## src/rtl/ac97_codec_link.sv

```systemverilog
// Codec side of an AC-link: receives 256-bit frames from the controller, decodes the
// register and playback slots, and shifts out the reply/capture frame.
module ac97_codec_link #(
    parameter logic [15:0] VENDOR_ID1 = 16'h4144,
    parameter logic [15:0] VENDOR_ID2 = 16'h5370
) (
    input  logic        clk,
    input  logic        rst,
    input  logic        ac97_sync,
    input  logic        ac97_sdata_out,
    output logic        ac97_sdata_in,
    input  logic        codec_ready,
    input  logic [19:0] pcm_in_left,
    input  logic [19:0] pcm_in_right,
    input  logic        pcm_in_strobe,
    output logic [19:0] pcm_out_left,
    output logic [19:0] pcm_out_right,
    output logic        pcm_out_strobe,
    output logic        reg_wr_strobe,
    output logic [6:0]  reg_wr_addr,
    output logic [15:0] reg_wr_data,
    output logic        frame_strobe,
    output logic        frame_err
);

    localparam int unsigned FRAME_W = 256;
    localparam int unsigned NREGS   = 64;

    typedef enum logic {IDLE, RX} state_t;

    state_t              state_q;
    logic [7:0]          bitcnt_q;
    logic                sync_q;
    logic [FRAME_W-1:0]  rx_buf_q;
    logic [FRAME_W-1:0]  tx_sr_q;
    logic                sdata_in_q;
    logic                rd_pend_q;
    logic                cap_pend_q;
    logic [6:0]          rd_addr_q;
    logic [15:0]         rd_data_q;
    logic [19:0]         cap_l_q;
    logic [19:0]         cap_r_q;
    logic [19:0]         pcm_l_q;
    logic [19:0]         pcm_r_q;
    logic [15:0]         regs_q [NREGS];
    logic                pcm_strobe_q;
    logic                wr_strobe_q;
    logic                frame_strobe_q;
    logic                frame_err_q;
    logic [6:0]          wr_addr_q;
    logic [15:0]         wr_data_q;

    logic                sync_rise;
    logic [15:0]         tag;
    logic [19:0]         slot1;
    logic [19:0]         slot2;
    logic [19:0]         slot3;
    logic [19:0]         slot4;
    logic                dec_en;
    logic                dec_read;
    logic [6:0]          dec_addr;
    logic [15:0]         dec_data;
    logic                wr_ok;
    logic                rd_ok;
    logic [15:0]         rd_data_d;
    logic [FRAME_W-1:0]  tx_frame_d;
    logic                unused_rx;

    function automatic logic [15:0] reg_default(input logic [5:0] idx);
        case (idx)
            6'd1, 6'd12, 6'd14: return 16'h8000;
            default:            return 16'h0000;
        endcase
    endfunction

    assign sync_rise = ac97_sync & ~sync_q;

    // The completed frame sits in rx_buf_q during the cycle frame_strobe is high.
    assign tag      = rx_buf_q[255:240];
    assign slot1    = rx_buf_q[239:220];
    assign slot2    = rx_buf_q[219:200];
    assign slot3    = rx_buf_q[199:180];
    assign slot4    = rx_buf_q[179:160];
    assign unused_rx = ^rx_buf_q;

    assign dec_en   = frame_strobe_q & tag[15];
    assign dec_read = slot1[19];
    assign dec_addr = slot1[18:12];
    assign dec_data = slot2[19:4];
    assign wr_ok    = dec_en & tag[14] & tag[13] & ~dec_read
                      & (dec_addr != 7'h7C) & (dec_addr != 7'h7E);
    assign rd_ok    = dec_en & tag[14] & dec_read;

    always_comb begin
        rd_data_d = regs_q[dec_addr[6:1]];
        if (dec_addr == 7'h7C) begin
            rd_data_d = VENDOR_ID1;
        end else if (dec_addr == 7'h7E) begin
            rd_data_d = VENDOR_ID2;
        end
    end

    assign tx_frame_d = {codec_ready, rd_pend_q, rd_pend_q, cap_pend_q, cap_pend_q, 11'h000,
                         rd_pend_q  ? {1'b0, rd_addr_q, 12'h000} : 20'h00000,
                         rd_pend_q  ? {rd_data_q, 4'h0}          : 20'h00000,
                         cap_pend_q ? cap_l_q                    : 20'h00000,
                         cap_pend_q ? cap_r_q                    : 20'h00000,
                         160'h0};

    always_ff @(posedge clk) begin
        if (rst) begin
            state_q        <= IDLE;
            bitcnt_q       <= 8'd0;
            sync_q         <= ac97_sync;
            rx_buf_q       <= '0;
            tx_sr_q        <= '0;
            sdata_in_q     <= 1'b0;
            rd_pend_q      <= 1'b0;
            cap_pend_q     <= 1'b0;
            rd_addr_q      <= 7'h00;
            rd_data_q      <= 16'h0000;
            cap_l_q        <= 20'h00000;
            cap_r_q        <= 20'h00000;
            pcm_l_q        <= 20'h00000;
            pcm_r_q        <= 20'h00000;
            pcm_strobe_q   <= 1'b0;
            wr_strobe_q    <= 1'b0;
            frame_strobe_q <= 1'b0;
            frame_err_q    <= 1'b0;
            wr_addr_q      <= 7'h00;
            wr_data_q      <= 16'h0000;
            for (int i = 0; i < NREGS; i++) begin
                regs_q[i] <= reg_default(6'(i));
            end
        end else begin
            sync_q         <= ac97_sync;
            frame_strobe_q <= 1'b0;
            frame_err_q    <= 1'b0;
            wr_strobe_q    <= 1'b0;
            pcm_strobe_q   <= 1'b0;

            if (state_q == RX) begin
                rx_buf_q <= {rx_buf_q[FRAME_W-2:0], ac97_sdata_out};
            end

            // A sync rise coinciding with bit 255 both completes and restarts.
            case (state_q)
                IDLE: begin
                    if (sync_rise) begin
                        state_q  <= RX;
                        bitcnt_q <= 8'd0;
                    end
                end
                RX: begin
                    if (bitcnt_q == 8'd255) begin
                        frame_strobe_q <= 1'b1;
                        state_q        <= sync_rise ? RX : IDLE;
                        bitcnt_q       <= 8'd0;
                    end else if (sync_rise) begin
                        frame_err_q <= 1'b1;
                        bitcnt_q    <= 8'd0;
                    end else begin
                        bitcnt_q <= bitcnt_q + 8'd1;
                    end
                end
                default: state_q <= IDLE;
            endcase

            if (sync_rise) begin
                sdata_in_q <= tx_frame_d[FRAME_W-1];
                tx_sr_q    <= {tx_frame_d[FRAME_W-2:0], 1'b0};
            end else begin
                sdata_in_q <= tx_sr_q[FRAME_W-1];
                tx_sr_q    <= {tx_sr_q[FRAME_W-2:0], 1'b0};
            end

            if (pcm_in_strobe) begin
                cap_pend_q <= 1'b1;
                cap_l_q    <= pcm_in_left;
                cap_r_q    <= pcm_in_right;
            end else if (sync_rise) begin
                cap_pend_q <= 1'b0;
            end

            if (rd_ok) begin
                rd_pend_q <= 1'b1;
                rd_addr_q <= dec_addr;
                rd_data_q <= rd_data_d;
            end else if (sync_rise) begin
                rd_pend_q <= 1'b0;
            end

            if (wr_ok) begin
                wr_strobe_q <= 1'b1;
                wr_addr_q   <= dec_addr;
                wr_data_q   <= dec_data;
                if (dec_addr == 7'h00) begin
                    for (int i = 0; i < NREGS; i++) begin
                        regs_q[i] <= reg_default(6'(i));
                    end
                end else begin
                    regs_q[dec_addr[6:1]] <= dec_data;
                end
            end

            if (dec_en & (tag[12] | tag[11])) begin
                pcm_strobe_q <= 1'b1;
                if (tag[12]) pcm_l_q <= slot3;
                if (tag[11]) pcm_r_q <= slot4;
            end
        end
    end

    assign ac97_sdata_in  = sdata_in_q;
    assign pcm_out_left   = pcm_l_q;
    assign pcm_out_right  = pcm_r_q;
    assign pcm_out_strobe = pcm_strobe_q;
    assign reg_wr_strobe  = wr_strobe_q;
    assign reg_wr_addr    = wr_addr_q;
    assign reg_wr_data    = wr_data_q;
    assign frame_strobe   = frame_strobe_q;
    assign frame_err      = frame_err_q;

endmodule

```

## config.mk

```make
export PLATFORM = sky130hd
export DESIGN_NAME = ac97_codec_link
export DESIGN_NICKNAME = d
export VERILOG_FILES = /design/src/rtl/ac97_codec_link.sv
export SDC_FILE = /design/constraint.sdc
export NUM_CORES = 2
export LEC_CHECK = 0
export CORE_MARGIN = 2
export CORE_UTILIZATION = 50
export CTS_BUF_LIST = sky130_fd_sc_hd__clkbuf_4 sky130_fd_sc_hd__clkbuf_8 sky130_fd_sc_hd__clkbuf_16
export CTS_CLUSTER_SIZE = 25
export DETAILED_ROUTE_END_ITERATION = 10
export PLACE_DENSITY = 0.66
export SLEW_MARGIN = 20
export SYNTH_ARGS = -nofsm -noshare
export SYNTH_HDL_FRONTEND = slang
export SYNTH_SLANG_ARGS = --single-unit
```

## constraint.sdc

```tcl
create_clock -name clk -period 3.65 [get_ports clk]
set_input_delay 0.73 -clock clk [delete_from_list [all_inputs] [get_ports clk]]
set_output_delay 0.73 -clock clk [all_outputs]
set_load 0.02 [all_outputs]
```

==> reports/qor.csv <==
stage;metric;value;unit
place;io_buffers;113;
min_path;hp-start;rst;
floorplanning;die-area;0.130;mm²
global_route;grt_max_degree;160;
setup_path;r2r_setup_slack;0.58;ns
global_route;grt_usage;0.253;
clocking;cts_buffer_depth;3;
drt;drtAntennaViolNets;0;
final_layout;stdcell_area;0.0725;mm²
sta;fin_crit;3.07;ns
place;place_area;0.0673;mm²
drt;drtPass1Iterations;6;
setup_path;worstPathBufferInverterCount;2;
min_path;min_path_cells;2;
final_layout;antennaDiodeCount;0;
place;gp_congestion;0.908;
setup_path;cpLargestDelayFamily;compound AO/OA/AOI/OAI gates;
final_layout;drive_above_1_share;0.162;
sta;finalCritPeriodShare;0.842;
yosys;syn_avg_cell_area;13.5;µm²
sta;tns;0;ns
final_layout;syn2layout_area_growth;14.0;%
pwr;leakage;25.7;nW
yosys;yosys.area.top_type_share;0.483;
setup_path;r2r-end;rd_data_q[8];
global_route;grt-ovfl-total;0;
setup_path;cpPeakStageDelay;0.67;ns
place;dp_hpwl;102000;µm
yosys;ys_types;54;
setup_path;reg2reg_depth;7;
setup_path;end_kind;register;
global_route;antenna_found_initial;2;
sta;worstMarginPinSlew;1.22;ns
clocking;ctsResizeCount;0;
clocking;cts_buffers;157;
floorplanning;die_h;361;µm
yosys;yosys.cell_count.top_type;and2_1;
sta;setup_violations;0;
setup_path;arrival;3.73;ns
clocking;clock-root-buffer;clkbuf_16;
setup_path;timing.critical_path.from_type;register;
clocking;cts_tree;done;
yosys;syn-num-nets;4771;
pwr;power.density;499;mW/mm²
drt;dr.first_iter.drc_count;4093;
drt;wl;164000;µm
setup_path;crit_top_cell;a22oi_1;
yosys;synth_area_leaders;edfxtp_1 48%, dfxtp_1 16%, and2_1 10%, mux4_2 8.2%, mux2i_1 5.7%;
drt;routedWlPerCell;24.9;µm
status;outcome;finished clean;
floorplanning;rows;130;
setup_path;crit_slowest_cell;dfxtp_4;
yosys;synth_flop_cell;edfxtp_1;
clocking;insertion_delay;0.79;ns
min_path;hold_class;in2reg;
clocking;clk_pin_slew_worst_paths;0.06;ns
sta;rsz0062_at_grt;no;
sta;clock_skew;0.0274;ns
floorplanning;core;0.126;mm²
sta;max_freq;325;MHz
floorplanning;num_io_pins;114;
yosys;synth-warning-count;0;
yosys;synthArstFlopShare;0;
yosys;netlist_area;0.0636;mm²
setup_path;critPathMaxFanout;60;
clocking;h-tree-depth;4;
pwr;finalPower;0.0362;W
drt;viasPerCell;5.80;
min_path;hold_end;rx_buf_q[213];
setup_path;critPathKind;reg2reg;
floorplanning;die_w;361;µm
yosys;netlist_instances;4724;
global_route;grt_pass1_wl;246000;µm
yosys;ys_top_cells_by_count;1054 x and2_1, 1024 x edfxtp_1, 500 x dfxtp_1, 404 x nor2_1, 360 x mux2i_1;
floorplanning;initial_core_util;0.506;
clocking;cts_setup_buffers;0;
final_layout;nets;4860;
pwr;peakVddDrop;487;µV
drt;vias;38200;
yosys;ys_seq_area_frac;0.640;
yosys;synth_top_area_cell;edfxtp_1;
job;cap_violations;0;
sta;holdWs;0.257;ns
setup_path;crit_path_cell_trace;buf_12 -> buf_4 -> mux4_2 -> a22oi_1 -> nand2_1 -> a22oi_1 -> a211oi_1;
drt;route.detailed.drc;0;
clocking;cts_sinks;1524;
global_route;first_global_vias;37700;
clocking;hold_buffers;0;
setup_path;worstPathRequired;4.31;ns
sta;hold_viol;0;
yosys;ys_ff_latch;1524;
yosys;synth_edf_count;1024;
sta;drv_slew;0;
sta;max_slew_margin;0.182;
==> where the power goes <==
| group | switching, W | leakage [nW] | internal (W) |
|---|---|---|---|
| registers | 0.000148 | 14.4 | 0.0188 |
| logic | 0.000654 | 8.69 | 0.000390 |
| clock network | 0.00676 | 2.62 | 0.00942 |
==> placed cells by master, fill, tap and decap left out, types with 8 or more instances in the layout <==
cell type	synthesis	final
a211oi_1	22	22
a21oi_1	84	83
a22o_1	63	63
a22oi_1	70	70
and2_1	1054	1054
and3_1	12	12
buf_12	0	14
buf_4	0	215
bufinv_16	0	9
clkbuf_16	0	161
clkbuf_4	0	37
clkbuf_8	0	18
clkdlybuf4s50_1	0	111
clkinv_1	0	29
clkinv_2	0	16
dfxtp_1	500	479
dfxtp_2	0	11
dfxtp_4	0	10
edfxtp_1	1024	1024
mux2_2	20	20
mux2i_1	360	360
mux4_2	231	231
nand2_1	196	196
nand2b_1	12	12
nand3_1	36	36
nand4_1	16	16
nor2_1	404	384
nor2_2	6	25
nor2b_1	18	17
nor3_1	20	20
o21ai_0	77	13
o21ai_1	0	63
o22ai_1	18	18
or3_1	8	8
==> stage by stage <==
| step | worst slack, ns | utilization | cells |
|---|---|---|---|
| finish | 0.576 | 0.576 | 6592 |
| global route | 0.372 | 0.576 | 6592 |
| CTS | 0.457 | 0.576 | 6592 |
| detailed placement | 0.499 | 0.534 | 6304 |
| global placement | 0.545 | 0.534 | 6304 |
| floorplan | 0.307 | - | 4724 |
==> worst register-to-register path, delay by kind of cell, from the launching register on <==
family / cells / cell delay [ns]
multiplexers: 1 / 0.38
AO/OA/AOI/OAI: 3 / 0.97
buffers and inverters: 2 / 0.77
flip-flops: 1 / 0.67
AND/OR/NAND/NOR: 1 / 0.15
==> logic make-up (layout without fill, tap and decap cells) <==
family | count (synthesis) | count (layout) | share of synthesized area
xor gates and xnor gates | 2 | 2 | 0.000275
AOI/OAI and AO/OA | 366 | 366 | 0.0388
and+or+nand+nor | 1803 | 1803 | 0.153
muxes | 611 | 611 | 0.142
DFF | 1524 | 1524 | 0.640
buffers and inverters | 417 | 635 | 0.0253
adders and majority gates | 1 | 1 | 0.000197
==> worst max-delay path by stage <==
stage	slack [ns]	end	cells past startpoint	startpoint
finish	0.58	rd_data_q[8]	7	register
global route	0.37	regs_q[47][9]	6	rx_buf_q[255]
CTS	0.46	regs_q[39][9]	6	rx_buf_q[255]
detailed placement	0.50	regs_q[39][9]	6	rst
global placement	0.55	regs_q[39][2]	6	rst
floorplan	0.31	regs_q[44][0]	6	rx_buf_q[232]
==> metal layers <==
layer	up-vias	global-route usage	part of all wire	routed length [µm]
met5	-	0	0	0
met4	0	0.104	0.040	6500
met3	304	0.0433	0.079	12900
met2	1564	0.396	0.47	76600
met1	19300	0.353	0.42	68200
li1	17000	-	-	-
==> layout make-up <==
type	instances	area, µm²
Timing Repair Buffer	343	3040
Clock inverter	72	683
Fill cell	9985	53400
Tap cell	1650	2060
Sequential cell	1524	40800
Inverter	4	15.0
Clock buffer	216	4550
Multi-Input combinational cell	2783	21400
==> state kept, by name, summed over array words and instances, names as in the netlist, named ones only <==
name / count
ac97_sdata_in: 1
bitcnt_q: 8
cap_l_q: 20
cap_pend_q: 1
cap_r_q: 20
frame_err: 1
frame_strobe: 1
pcm_out_left: 20
pcm_out_right: 20
pcm_out_strobe: 1
rd_addr_q: 7
rd_data_q: 16
rd_pend_q: 1
reg_wr_addr: 7
reg_wr_data: 16
reg_wr_strobe: 1
regs_q: 1024
rx_buf_q: 256
state_q: 1
sync_q: 1
tx_sr_q: 95
Note: power is estimated with default switching activity, not from simulation.
